===== src/rtl/mux_pipe_pkg.sv =====
// Shared definitions for the N:1 pipelined selector: select-width helper and skid-buffer states.
// States are encoded as {main_v, skid_v} so the occupancy bits fall straight out of the state register.
package mux_pipe_pkg;

   localparam logic [1:0] ST_EMPTY = 2'b00;
   localparam logic [1:0] ST_ONE   = 2'b10;
   localparam logic [1:0] ST_FULL  = 2'b11;

   function automatic int sel_width(input int n);
      return (n <= 2) ? 1 : $clog2(n);
   endfunction

endpackage


===== src/rtl/mux_skid_reg.sv =====
// 2-entry skid buffer: main register drives the outputs, skid register absorbs one word of stall.
// Latency 1 cycle; in_rdy is a register (= !skid occupied), so no out_rdy -> in_rdy combinational path.
module mux_skid_reg
   import mux_pipe_pkg::*;
#(
   parameter int DW = 6
) (
   input  logic          clk,
   input  logic          rst_n,
   input  logic [DW-1:0] in_dat,
   input  logic          in_vld,
   output logic          in_rdy,
   output logic [DW-1:0] out_dat,
   output logic          out_vld,
   input  logic          out_rdy
);

   logic [1:0]    st, st_nxt;
   logic [DW-1:0] main_q, main_nxt;
   logic [DW-1:0] skid_q, skid_nxt;
   logic          rdy_q;
   logic          acc, ofire;

   assign acc     = in_vld & rdy_q;
   assign ofire   = st[1] & out_rdy;
   assign in_rdy  = rdy_q;
   assign out_vld = st[1];
   assign out_dat = main_q;

   always_comb begin
      st_nxt   = st;
      main_nxt = main_q;
      skid_nxt = skid_q;
      case (st)
         ST_EMPTY: begin
            if (acc) begin
               st_nxt   = ST_ONE;
               main_nxt = in_dat;
            end
         end
         ST_ONE: begin
            if (acc && !ofire) begin
               st_nxt   = ST_FULL;
               skid_nxt = in_dat;
            end else if (acc) begin
               main_nxt = in_dat;
            end else if (ofire) begin
               // Zero the idle word so out_data and the err flag read 0 when empty.
               st_nxt   = ST_EMPTY;
               main_nxt = '0;
            end
         end
         ST_FULL: begin
            if (ofire) begin
               st_nxt   = ST_ONE;
               main_nxt = skid_q;
            end
         end
         default: begin
            st_nxt   = ST_EMPTY;
            main_nxt = '0;
            skid_nxt = '0;
         end
      endcase
   end

   always_ff @(posedge clk or negedge rst_n) begin
      if (!rst_n) begin
         st     <= ST_EMPTY;
         main_q <= '0;
         skid_q <= '0;
         rdy_q  <= 1'b0;
      end else begin
         st     <= st_nxt;
         main_q <= main_nxt;
         skid_q <= skid_nxt;
         rdy_q  <= ~st_nxt[0];
      end
   end

endmodule


===== src/rtl/mux_pipe_n.sv =====
// NUM_IN:1 word selector with registered valid/ready output; out-of-range select passes input 0 and flags sel_err.
// Latency 1 cycle, full throughput; in_ready drops only when the skid entry is occupied.
module mux_pipe_n
   import mux_pipe_pkg::*;
#(
   parameter int WIDTH  = 5,
   parameter int NUM_IN = 2,
   parameter int SEL_W  = sel_width(NUM_IN)
) (
   input  logic                    clk,
   input  logic                    rst_n,
   input  logic [NUM_IN*WIDTH-1:0] in_data,
   input  logic [SEL_W-1:0]        in_sel,
   input  logic                    in_valid,
   output logic                    in_ready,
   output logic [WIDTH-1:0]        out_data,
   output logic                    out_valid,
   input  logic                    out_ready,
   output logic                    sel_err
);

   logic [WIDTH-1:0] sel_word;
   logic             sel_bad;
   logic [WIDTH:0]   skid_out;

   always_comb begin
      sel_word = in_data[0 +: WIDTH];
      for (int k = 1; k < NUM_IN; k++) begin
         if (in_sel == SEL_W'(k)) sel_word = in_data[k*WIDTH +: WIDTH];
      end
      sel_bad = (int'(in_sel) >= NUM_IN);
   end

   mux_skid_reg #(
      .DW (WIDTH + 1)
   ) u_skid (
      .clk     (clk),
      .rst_n   (rst_n),
      .in_dat  ({sel_bad, sel_word}),
      .in_vld  (in_valid),
      .in_rdy  (in_ready),
      .out_dat (skid_out),
      .out_vld (out_valid),
      .out_rdy (out_ready)
   );

   assign out_data = skid_out[WIDTH-1:0];
   assign sel_err  = skid_out[WIDTH];

endmodule


===== config.mk =====
export PLATFORM = sky130hd
export DESIGN_NAME = mux_pipe_n
export DESIGN_NICKNAME = d
export VERILOG_FILES = /design/src/rtl/mux_pipe_pkg.sv /design/src/rtl/mux_skid_reg.sv /design/src/rtl/mux_pipe_n.sv
export SDC_FILE = /design/constraint.sdc
export NUM_CORES = 1
export LEC_CHECK = 0
export CAP_MARGIN = 5
export CELL_PAD_IN_SITES_DETAIL_PLACEMENT = 0
export CELL_PAD_IN_SITES_GLOBAL_PLACEMENT = 1
export CORE_UTILIZATION = 30
export DETAILED_ROUTE_END_ITERATION = 12
export PLACE_DENSITY_LB_ADDON = 0.1
export SLEW_MARGIN = 20
export SYNTH_ARGS = -nofsm -noshare
export SYNTH_HDL_FRONTEND = slang
export SYNTH_SLANG_ARGS = --single-unit

===== constraint.sdc =====
create_clock -name clk -period 2.4 [get_ports clk]
set_clock_uncertainty 0.2 [all_clocks]
set_input_delay 0.72 -clock clk [delete_from_list [all_inputs] [get_ports clk]]
set_output_delay 0.72 -clock clk [all_outputs]
set_load 0.01 [all_outputs]

## Word-level counts from Yosys, hierarchy flattened

Cells that the tools add are included.

| word-level totals | value |
|---|---|
| bits in registers | 15 |
| bits of input ports | 15 |
| output and inout port bits | 8 |
| logic and storage cells | 40 |

| operators by class | value |
|---|---|
| equal/unequal tests | 9 |
| multiplexer cells | 15 |
| bitwise operators | 4 |
| reductions and logical operators | 7 |

Operators with widths:

| operator | count |
|---|---|
| 6-bit two-way mux | 6 |
| 6-bit case mux with 3 select lines | 1 |
| 6-bit case mux with 2 select lines | 1 |
| 2-bit two-way mux | 5 |
| 4-bit AND reduction | 2 |
| 2-bit by 1-bit inequality test with 1-bit output, second input constant | 3 |
| 3-bit by 1-bit inequality test with 1-bit output, second input constant | 2 |
| 2-bit case mux with 3 select lines | 1 |
| 5-bit two-way mux | 1 |
| 2-bit == test, second input constant | 2 |
| 3-bit inequality test, second input constant | 1 |
| 1-bit AND | 2 |
| 2-bit logical NOT | 1 |
| 2-bit inequality test, second input constant | 1 |
| 1-bit NOT | 2 |
| 2-bit AND reduction | 1 |
| 2-bit OR reduction | 1 |
| 1-bit logical AND | 1 |
| 1-bit logical NOT | 1 |

## Logic depth before layout (Yosys ltp)

| logic depth | value |
|---|---|
| depth in word-level cells | 6 |
| gate-level depth with buffers | 6 |
| gate-level depth less buffers | 6 |

## Modules after synthesis

Synthesis repeated with hierarchy kept, for this count alone.

| second synthesis, totals | value |
|---|---|
| cell total of the unflattened synthesis | 77 |
| area, all modules | 895.9 um2 |

Modules (own cells, without submodules):

| module | times used | cells each | area each (um2) |
|---|---|---|---|
| mux_skid_reg | 1 | 71 | 835.8 |
| mux_pipe_n | 1 | 6 | 60.1 |

## Worst setup path before layout

OpenSTA, ideal clock, no wires.

| timing path | value |
|---|---|
| kind | input -> register |
| from | input port in_valid |
| to | register u_skid.st[1] |
| setup time | 127 ps |
| arrival | 1571 ps |
| setup slack | 502 ps |
| stages on the path | 4 |
| path buffers | 0 |
| path through | nand2_1 a22o_1 a21oi_2 mux2_1 |

| between the ends | value |
|---|---|
| longest elaborated chain between the ends | 4 |

RTL lines:

| item | RTL line | RTL |
|---|---|---|
| start: declaration | mux_pipe_n.sv:14 | `input logic in_valid,` |
| 1-bit AND (*) | mux_skid_reg.sv:24 | `assign acc = in_vld & rdy_q;` |
| 1-bit logical AND | mux_skid_reg.sv:42 | `if (acc && !ofire) begin` |
| 3-bit inequality test (no line) (tied with other cells) | n/a |  |
| 4-bit AND reduction (no line) or 2-bit case mux with 3 select lines (tied branches) | n/a |  |
| end signal: assignment | mux_skid_reg.sv:74 | `st <= st_nxt;` |
| end: declaration | mux_skid_reg.sv:18 | `logic [1:0] st, st_nxt;` |

Every way passes the cells marked *; elsewhere a longest branch is shown, timed or not.
A chain may end at the register's enable or synchronous reset.

## Worst setup path after layout

| timing path | value |
|---|---|
| from | register u_skid.st[1] |
| to | output port out_valid |

RTL lines:

| item | RTL line | RTL |
|---|---|---|
| end: declaration | mux_pipe_n.sv:17 | `output logic out_valid,` |

No word-level cell between the ends.

==> qor.txt <==
status -> finished clean
Max VDD drop -> 0.000498 V
Final Wtd Congestion -> 0.750
Initial DRT Pass Iterations -> 4
NumNets Final -> 120
synthesis-stage register bit count -> 13
insertion delay to the later sink of the worst-skew pair -> 280 ps
Mapped Cells -> 78
initial core utilization -> 0.330
post-DP HPWL -> 1350 um
WL final -> 1770 um
Die Wd -> 55.2 um
kind of critical path -> reg -> out
io pins -> 23
NetSw -> 0.441 mW
I/O Buffers -> 21
ys flop type -> dfrtp_1
R2R Setup Slk -> 450 ps
worst path bufs/invs -> 1
startpoint types -> flop
Reg power frac -> 0.299
Core Region -> 0.00257 mm^2
Yosys cell types -> 28
Max-slew headroom -> 0.603
Via-to-Cell Ratio -> 4.82
Wirelength per Cell -> 13.6 um
Root Driver -> clkbuf_4
commonest cells after routing, fill and taps aside -> clkdlybuf4s50_1 (21), dfrtp_1 (13), nand2_1 (8)
CP Capture Type -> primary output
switching share of power -> 0.384
Hold Slack -> 309 ps
share of layout cells above drive strength 1 -> 0.170
unrepaired setup endpoints after global routing -> false
final hold violation count -> 0
Slew Viols, Final -> 0
Critical Path RT -> 1480 ps
yosys warns -> 0
FP Rows -> 18
worst slew pin tran -> 594 ps
Comb power frac -> 0.577
H-tree depth -> 1
post-route design area -> 0.00110 mm^2
Post-CTS Setup Bufs -> 0
CTS tree -> done
delay-heaviest family, CP -> buffers and inverters
part of the cycle the worst path needs -> 0.939
area delta synth->final -> 30.2%
initial DRC count -> 7
clock tree buffer depth -> 2
Setup TNS -> 0 ps
Crit path largest cell delay -> 580 ps
Via Count -> 626
Resize count post-CTS -> 0
DR DRC count -> 0
Clk pwr share -> 0.124
Fmax achieved -> 444 MHz
Seq/Total Area, Yosys -> 0.383
first-pass GRT wire length -> 2940 um
post-synthesis instance area -> 848 um^2
CP arrival -> 1330 ps
Avg Inst Size Synth -> 10.9 um^2
Placed Instance Area -> 0.00108 mm^2
post-route minimum period -> 2250 ps
global route overflow -> 0
clock slew at reported path FFs -> 80 ps
hold crit path type -> reg -> reg
crit path max fanout -> 7
Die ar. -> 0.00304 mm^2
Num CTS Buffers -> 3
P per Cell Area -> 1040 mW/mm^2
vias in the first global route -> 592
Leak -> 0.489 nW
Slowest cell on crit path -> clkdlybuf4s50_1
largest net degree at the start of global routing -> 14
ANT nets after route -> 0
commonest non-fill, non-tap cell in the layout -> clkdlybuf4s50_1
die height -> 55.2 um
n_diodes -> 0
setup violators final -> 0
clock sink count -> 13
Mapped Nets -> 97
Post-synth ARST share -> 1.00
initial antenna violation count -> 0
internal power -> 0.706 mW
# Max-Cap Violations -> 0
EDFF count, synth -> 0
crit path cell chain -> clkdlybuf4s50_1
All-Layer GR Usage -> 0.144
hold buffers post-CTS -> 0
-- flip-flops by register name, indices dropped and copies added, names as in the netlist --
name            cells
u_skid.skid_q       5
u_skid.out_dat      5
u_skid.st           2
u_skid.in_rdy       1
-- logic make-up after synthesis --
logic type	synth area share
other	0.00442
buffers and inverters	0.0472
multiplexers	0.161
XOR/XNOR	0.0192
AO/OA/AOI/OAI	0.201
flip-flops	0.383
AND/OR/NAND/NOR	0.125
adder cells (fa/ha/maj)	0.0590
-- layer usage --
layer / vias to the layer above / track usage / wire (um)
li1: 317 / - / -
met1: 291 / 0.210 / 981
met2: 16 / 0.199 / 700
met3: 2 / 0.0492 / 77
met4: 0 / 0.0375 / 13
met5: - / 0 / 0
-- power groups by stage --
stage          clock [mW]  sequential (mW)  combinational (mW)
3_3_place_gp            0            0.344               0.662
4_1_cts             0.146            0.342               0.670
5_1_grt             0.157            0.352               0.731
2_1_floorplan           0            0.358               0.444
6_report            0.142            0.343               0.662
3_5_place_dp            0            0.346               0.668
-- final timing paths --
| kind | depth (start not counted) | end | from |
|---|---|---|---|
| max | 1 | out_valid | u_skid.st[1]$_DFFE_PN0P_ |
| min | 1 | u_skid.out_dat[3]$_DFFE_PN0P_ | u_skid.out_dat[3]$_DFFE_PN0P_ |
| max reg2reg | 6 | u_skid.out_dat[4]$_DFFE_PN0P_ | u_skid.st[0]$_DFF_PN0_ |
| min reg2reg | 1 | u_skid.out_dat[3]$_DFFE_PN0P_ | u_skid.out_dat[3]$_DFFE_PN0P_ |
| max in group asynchronous | 1 | u_skid.out_dat[4]$_DFFE_PN0P_ | rst_n |
| min in group asynchronous | 1 | u_skid.out_dat[1]$_DFFE_PN0P_ | rst_n |
-- synth_stat cells, types with 2 or more instances --
cell     instances  area share
nor2_1           2      0.0089
o21ai_0          6       0.035
nor2b_1          5       0.037
nand2_1          8       0.035
a22o_1           6       0.062
a21oi_1          4       0.024
ha_1             4       0.059
dfrtp_1         13        0.38
inv_1            2      0.0089
mux2_4           5       0.088
buf_2            2       0.012
mux2i_1          5       0.059
-- area by class of cell --
cell class / instances / area, um^2
tap: 30 / 37.5
clock buffer: 4 / 26.3
fill: 267 / 1460
inverter: 2 / 7.51
sequential: 13 / 325
multi-input combinational: 58 / 483
timing repair buffer: 23 / 225
-- stage by stage --
step           setup WS (ps)   util  total power [mW]  instances
2_1_floorplan            502      -             0.802         78
3_3_place_gp            22.3  0.420              1.01        126
3_5_place_dp            12.4  0.420              1.01        126
4_1_cts                  148  0.430              1.16        130
5_1_grt                  114  0.430              1.24        130
6_report                 148  0.430              1.15        130
Note: power is estimated with default switching activity, not from simulation.
